$ cat src/rtl/ks_note_sequencer.sv
`default_nettype none
// ============================================================================
// ks_note_sequencer : steps a small note table and drives ks_string inputs
// Rev 1.0
// ============================================================================
module ks_note_sequencer #(
    parameter int NUM_STEPS   = 8,
    parameter int STEP_AW     = 3,
    parameter int DATA_WIDTH  = 8,
    parameter int PLUCK_TICKS = 64
) (
    input  logic                  clk_i,
    input  logic                  rst_i,
    input  logic                  tick_i,
    input  logic                  start_i,
    input  logic                  stop_i,
    input  logic                  loop_en_i,
    input  logic [STEP_AW-1:0]    last_step_i,
    input  logic                  tbl_we_i,
    input  logic [STEP_AW+1:0]    tbl_addr_i,
    input  logic [DATA_WIDTH-1:0] tbl_wdata_i,
    output logic [DATA_WIDTH-1:0] period_o,
    output logic [DATA_WIDTH-1:0] dynamics_R_o,
    output logic                  pluck_o,
    output logic                  busy_o,
    output logic [STEP_AW-1:0]    step_o,
    output logic                  done_o
);

    localparam int PW = $clog2(PLUCK_TICKS + 1);
    localparam logic [PW-1:0]         C_PLUCK = PW'(PLUCK_TICKS);
    localparam logic [DATA_WIDTH-1:0] C_ONE   = DATA_WIDTH'(1);
    localparam logic [STEP_AW-1:0]    C_STEP1 = STEP_AW'(1);

    typedef enum logic [1:0] {
        IDLE = 2'd0,
        LOAD = 2'd1,
        NOTE = 2'd2
    } state_t;

    state_t                  state_q, state_d;
    logic [STEP_AW-1:0]      step_q, step_d;
    logic [DATA_WIDTH-1:0]   period_q, period_d;
    logic [DATA_WIDTH-1:0]   dyn_q, dyn_d;
    logic [DATA_WIDTH-1:0]   dur_cnt_q, dur_cnt_d;
    logic [PW-1:0]           pluck_cnt_q, pluck_cnt_d;
    logic                    pluck_q, pluck_d;
    logic                    done_q, done_d;

    logic [DATA_WIDTH-1:0]   tbl_period_q [NUM_STEPS];
    logic [DATA_WIDTH-1:0]   tbl_dyn_q    [NUM_STEPS];
    logic [DATA_WIDTH-1:0]   tbl_dur_q    [NUM_STEPS];
    logic                    tbl_rest_q   [NUM_STEPS];

    logic [STEP_AW-1:0]      wr_step;
    logic [1:0]              wr_field;

    assign wr_step  = tbl_addr_i[STEP_AW+1:2];
    assign wr_field = tbl_addr_i[1:0];

    // Only bit0 of the flags byte (rest) has any effect, so only it is stored.
    always_ff @(posedge clk_i or posedge rst_i) begin
        if (rst_i) begin
            for (int i = 0; i < NUM_STEPS; i++) begin
                tbl_period_q[i] <= '0;
                tbl_dyn_q[i]    <= '0;
                tbl_dur_q[i]    <= '0;
                tbl_rest_q[i]   <= 1'b0;
            end
        end else if (tbl_we_i) begin
            case (wr_field)
                2'd0:    tbl_period_q[wr_step] <= tbl_wdata_i;
                2'd1:    tbl_dyn_q[wr_step]    <= tbl_wdata_i;
                2'd2:    tbl_dur_q[wr_step]    <= tbl_wdata_i;
                default: tbl_rest_q[wr_step]   <= tbl_wdata_i[0];
            endcase
        end
    end

    always_ff @(posedge clk_i or posedge rst_i) begin
        if (rst_i) begin
            state_q     <= IDLE;
            step_q      <= '0;
            period_q    <= '0;
            dyn_q       <= '0;
            dur_cnt_q   <= '0;
            pluck_cnt_q <= '0;
            pluck_q     <= 1'b0;
            done_q      <= 1'b0;
        end else begin
            state_q     <= state_d;
            step_q      <= step_d;
            period_q    <= period_d;
            dyn_q       <= dyn_d;
            dur_cnt_q   <= dur_cnt_d;
            pluck_cnt_q <= pluck_cnt_d;
            pluck_q     <= pluck_d;
            done_q      <= done_d;
        end
    end

    always_comb begin
        state_d     = state_q;
        step_d      = step_q;
        period_d    = period_q;
        dyn_d       = dyn_q;
        dur_cnt_d   = dur_cnt_q;
        pluck_cnt_d = pluck_cnt_q;
        pluck_d     = 1'b0;
        done_d      = 1'b0;

        unique case (state_q)
            IDLE: begin
                if (start_i) begin
                    state_d = LOAD;
                    step_d  = '0;
                end
            end
            LOAD: begin
                period_d    = tbl_period_q[step_q];
                dyn_d       = tbl_dyn_q[step_q];
                dur_cnt_d   = (tbl_dur_q[step_q] == '0) ? C_ONE : tbl_dur_q[step_q];
                pluck_cnt_d = tbl_rest_q[step_q] ? '0 : C_PLUCK;
                state_d     = NOTE;
            end
            NOTE: begin
                if (tick_i) begin
                    if (pluck_cnt_q != '0) begin
                        pluck_cnt_d = pluck_cnt_q - 1'b1;
                    end
                    if (dur_cnt_q == C_ONE) begin
                        if (step_q < last_step_i) begin
                            step_d  = step_q + C_STEP1;
                            state_d = LOAD;
                        end else if (loop_en_i) begin
                            step_d  = '0;
                            state_d = LOAD;
                        end else begin
                            done_d  = 1'b1;
                            state_d = IDLE;
                        end
                    end else begin
                        dur_cnt_d = dur_cnt_q - 1'b1;
                    end
                end
            end
            default: state_d = IDLE;
        endcase

        if (stop_i) begin
            state_d = IDLE;
            done_d  = 1'b0;
        end

        // Registered pluck: low in LOAD so each played note gives a fresh edge.
        pluck_d = (state_d == NOTE) && (pluck_cnt_d != '0);
    end

    assign period_o     = period_q;
    assign dynamics_R_o = dyn_q;
    assign pluck_o      = pluck_q;
    assign busy_o       = (state_q != IDLE);
    assign step_o       = step_q;
    assign done_o       = done_q;

endmodule
`default_nettype wire
$ cat config.mk
export PLATFORM = sky130hd
export DESIGN_NAME = ks_note_sequencer
export DESIGN_NICKNAME = d
export VERILOG_FILES = /design/src/rtl/ks_note_sequencer.sv
export SDC_FILE = /design/constraint.sdc
export NUM_CORES = 1
export LEC_CHECK = 0
export CAP_MARGIN = 10
export CORE_ASPECT_RATIO = 1.4
export CORE_UTILIZATION = 35
export CTS_CLUSTER_SIZE = 25
export DETAILED_ROUTE_END_ITERATION = 6
export GPL_TIMING_DRIVEN = 1
export HOLD_SLACK_MARGIN = 0.02
export PLACE_DENSITY_LB_ADDON = 0.1
export SLEW_MARGIN = 10
export SYNTH_ARGS = -nofsm -noshare
export SYNTH_HDL_FRONTEND = slang
export SYNTH_SLANG_ARGS = --single-unit
$ cat constraint.sdc
create_clock -name clk_i -period 17.51 [get_ports clk_i]
set_clock_uncertainty 0.1 [all_clocks]
set_input_delay 1.751 -clock clk_i [delete_from_list [all_inputs] [get_ports clk_i]]
set_output_delay 1.751 -clock clk_i [all_outputs]
set_load 0.01 [all_outputs]
==> summary.md <==
| Metric | Value |
|---|---|
| Number of port buffers | `44` |
| Final Max Tran Viols | `0` |
| Post-CTS setup buffers | `0` |
| Iteration count of the initial detailed-routing pass | `7` |
| Net Sw Power | `0.000449 W` |
| RD Place Congestion | `0.805` |
| Total GRT Usage | `17.7%` |
| # fillers | `between 2k and 3k` |
| Mean routed wirelength per cell | `22.0 um` |
| Clock Tree Root | `clkbuf_16` |
| Slowest cell on crit path | `clkdlybuf4s50_1` |
| Top area cells in the synthesized netlist | `dfrtp_1, mux2_1, mux4_2` |
| Clock power share | `between 30% and 40%` |
| Status | `finished, violations left` |
| CTS Sinks | `238` |
| Worst Path Max Fanout | `37` |
| Final min period | `3.96 ns` |
| # hold bufs at CTS | `0` |
| Sequential share of power | `45.7%` |
| Grt ovf | `0` |
| Die W | `152 um` |
| Worst Hold Class | `register to register` |
| Critical Path RT | `around 16 ns` |
| Failing checks | `DRC` |
| Pleak | `around 5.5 nW` |
| WS Path Type | `register to primary output` |
| Fin. Hold Viols | `0` |
| Max_cap viols | `0` |
| Critical path capture point type | `primary output` |
| Die Y | `213 um` |
| Internal cell power | `0.00118 W` |
| CTS resizes | `0` |
| Number of CTS-inserted buffers | `26` |
| Wire length of the first global-routing pass | `approximately 44000 um` |
| CTS max path bufs | `3` |
| Netlist cell types | `51` |
| Post-DRT Antenna Nets | `0` |
| RSZ-0062 raised after global routing | `false` |
| Initial DRC Count | `275` |
| DRC errors left | `4` |
| DP HPWL | `17100 um` |
| Syn nets | `826` |
| Cell chain of the critical path | `buf_4 -> clkdlybuf4s50_1` |
| Logic pwr share | `between 20% and 30%` |
| Top_reg_cell synth | `dfrtp_1` |
| Post-synth EDFFs | `0` |
| Nets | `approximately 860` |
| Dominant cell type by area after synthesis | `dfrtp_1` |
| Worst-Skew Late Latency | `~0.54 ns` |
| Largest net degree at the start of global routing | `105` |
| Initial antenna violation count | `0` |
| # rows | `76` |
| Share of synthesized registers carrying an async set or reset | `between 90% and 100%` |
| Via count | `6691` |
| Synth-to-layout area growth | `14.8%` |
| Synth Instances | `~790` |
| Final worst-path cycle share | `between 20% and 30%` |
| Total negative slack | `0 ns` |
| TritonCTS clock tree | `done` |
| Vias in the first global route | `7378` |
| Final setup vio count | `0` |
| Ys Warns | `0` |
| Peak supply drop | `81.5 uV` |
| Dpl ws | `13.23 ns` |
| Vias per inst | `5.43` |
| Mapped Area | `11100 sq um` |
| Layout cell share with drive strength beyond 1 | `between 10% and 20%` |
| Relative slew margins | `around a quarter` |
| Power Dens Cells | `between 100 and 150 nW/um^2` |
| Synth Register Bits | `238` |
| IO Pins | `45` |
| Final worst slack | `approximately 14 ns` |
| H-tree depth | `1` |
| Mean post-synth cell area | `14.0 sq um` |
| Top achievable clock speed | `0.253 GHz` |
| CP peak stage delay | `about 0.66 ns` |
| Post-Route WL | `27100 um` |
| Core area | `31000 sq um` |
| Switching Fraction | `27.5%` |
| Clk slew on worst S/H paths | `0.06 ns` |
| Share of the synthesized area in the top cell type | `53.7%` |
| Worst Setup Start Kind | `register` |
| Tightest Pin Transition | `1.15 ns` |
| Post-synthesis sequential area ratio | `53.7%` |
| Arrival time at the worst endpoint | `around 2.1 ns` |
| Die ar. | `32400 sq um` |
| Initial core utilization | `35.8%` |
[power by group through the flow]
stage	registers (W)	logic (W)	clock network, W
2_1_floorplan	0.000737	0.000232	0
3_3_place_gp	0.000745	0.000328	0
3_5_place_dp	0.000755	0.000339	0
4_1_cts	0.000746	0.000340	0.000571
5_1_grt	0.000762	0.000368	0.000594
6_report	0.000745	0.000332	0.000554
[placed cells by master, fill, tap and decap left out, drive strengths merged, types with 2 or more instances in the layout]
cell type      instances
dfrtp                238
mux2                 203
mux4                  50
nor2                  46
nand2                 45
clkdlybuf4s50         43
clkbuf                35
a21oi                 28
mux2i                 23
inv                   15
o21ai                 14
ha                    11
nor3                   8
nand3                  8
clkinv                 7
nor3b                  6
nor2b                  6
buf                    6
nor4                   5
nand3b                 4
a22o                   4
a31oi                  4
nand4                  3
nor4b                  2
and3                   2
or3                    2
a211o                  2
or2                    2
o31ai                  2
bufinv                 2
[Yosys cell counts (5+ instances only)]
library cell	number
nor2_1	38
nor3_1	8
mux4_2	49
nor3b_1	6
mux2_1	190
mux2_2	13
inv_1	13
nor2b_1	6
a21oi_1	27
buf_2	7
nand2_1	45
clkbuf_1	32
nor4_1	5
nand3_1	8
nor2_2	8
mux2i_1	23
dfrtp_1	238
o21ai_0	12
ha_1	11
[through the flow]
step | instances | utilization [%] | power, W | hold WS (ns) | area, sq um
2_1_floorplan | 792 | - | 0.000969 | 0.349 | 11100
5_1_grt | 1232 | 41.1 | 0.00172 | 0.387 | 12700
3_5_place_dp | 1187 | 38.3 | 0.00109 | 0.369 | 11900
3_3_place_gp | 1187 | 38.3 | 0.00107 | 0.361 | 11900
6_report | 1233 | 41.1 | 0.00163 | 0.379 | 12700
4_1_cts | 1232 | 41.1 | 0.00166 | 0.382 | 12700
[layer usage]
metal,wire length [um],part of all wire (%),GRT usage (%),up-vias
li1,-,-,-,2983
met1,11600,43,21.5,3546
met2,14000,52,32.2,116
met3,767,2.8,2.20,46
met4,740,2.7,6.16,0
met5,0,0,0,-
[area by class of cell]
type	count	area (sq um)	share of cell area [%]
multi-input combinational	495	4880	38.3
clock buffer	35	756	5.94
clock inverter	10	106	0.836
tap	390	488	3.83
timing repair buffer	49	473	3.72
antenna	1	2.50	0.0197
sequential	238	5960	46.8
inverter	15	63.8	0.501
[cells by family after synthesis]
group / count (synthesis) / share of synthesized area (%)
flip-flops: 238 / 53.7
buffers and inverters: 59 / 2.28
multiplexers: 276 / 32.9
AO/OA/AOI/OAI: 63 / 3.44
adder cells (fa/ha/maj): 11 / 1.24
AND/OR/NAND/NOR: 145 / 6.40
[final timing paths]
check | startpoint | slack (ns) | end | cells after the start
worst max-delay path | step_o[2]$_DFFE_PP0P_ | 13.55 | step_o[2] | 2
worst min-delay path | tbl_rest_q[2]$_DFFE_PP0P_ | 0.38 | tbl_rest_q[2]$_DFFE_PP0P_ | 1
worst max register to register | step_o[0]$_DFFE_PP0P_ | 14.28 | dur_cnt_q[0]$_DFFE_PP0P_ | 6
worst min register to register | tbl_rest_q[2]$_DFFE_PP0P_ | 0.38 | tbl_rest_q[2]$_DFFE_PP0P_ | 1
max in group asynchronous | rst_i | 14.15 | step_o[0]$_DFFE_PP0P_ | 3
min in group asynchronous | rst_i | 1.62 | dur_cnt_q[5]$_DFFE_PP0P_ | 2
[flip-flops by register name (all words and copies together), names as in the netlist]
signal / cells
done_o: 1
dur_cnt_q: 8
dynamics_R_o: 8
period_o: 8
pluck_cnt_q: 7
pluck_o: 1
state_q: 2
step_o: 3
tbl_dur_q: 64
tbl_dyn_q: 64
tbl_period_q: 64
tbl_rest_q: 8
[critical path, delay by kind of cell, from the launching register on]
kind     cells  cell delay (ns)
buf+inv      2             1.22
flops        1             0.34
(Power assumes the default switching activity.)
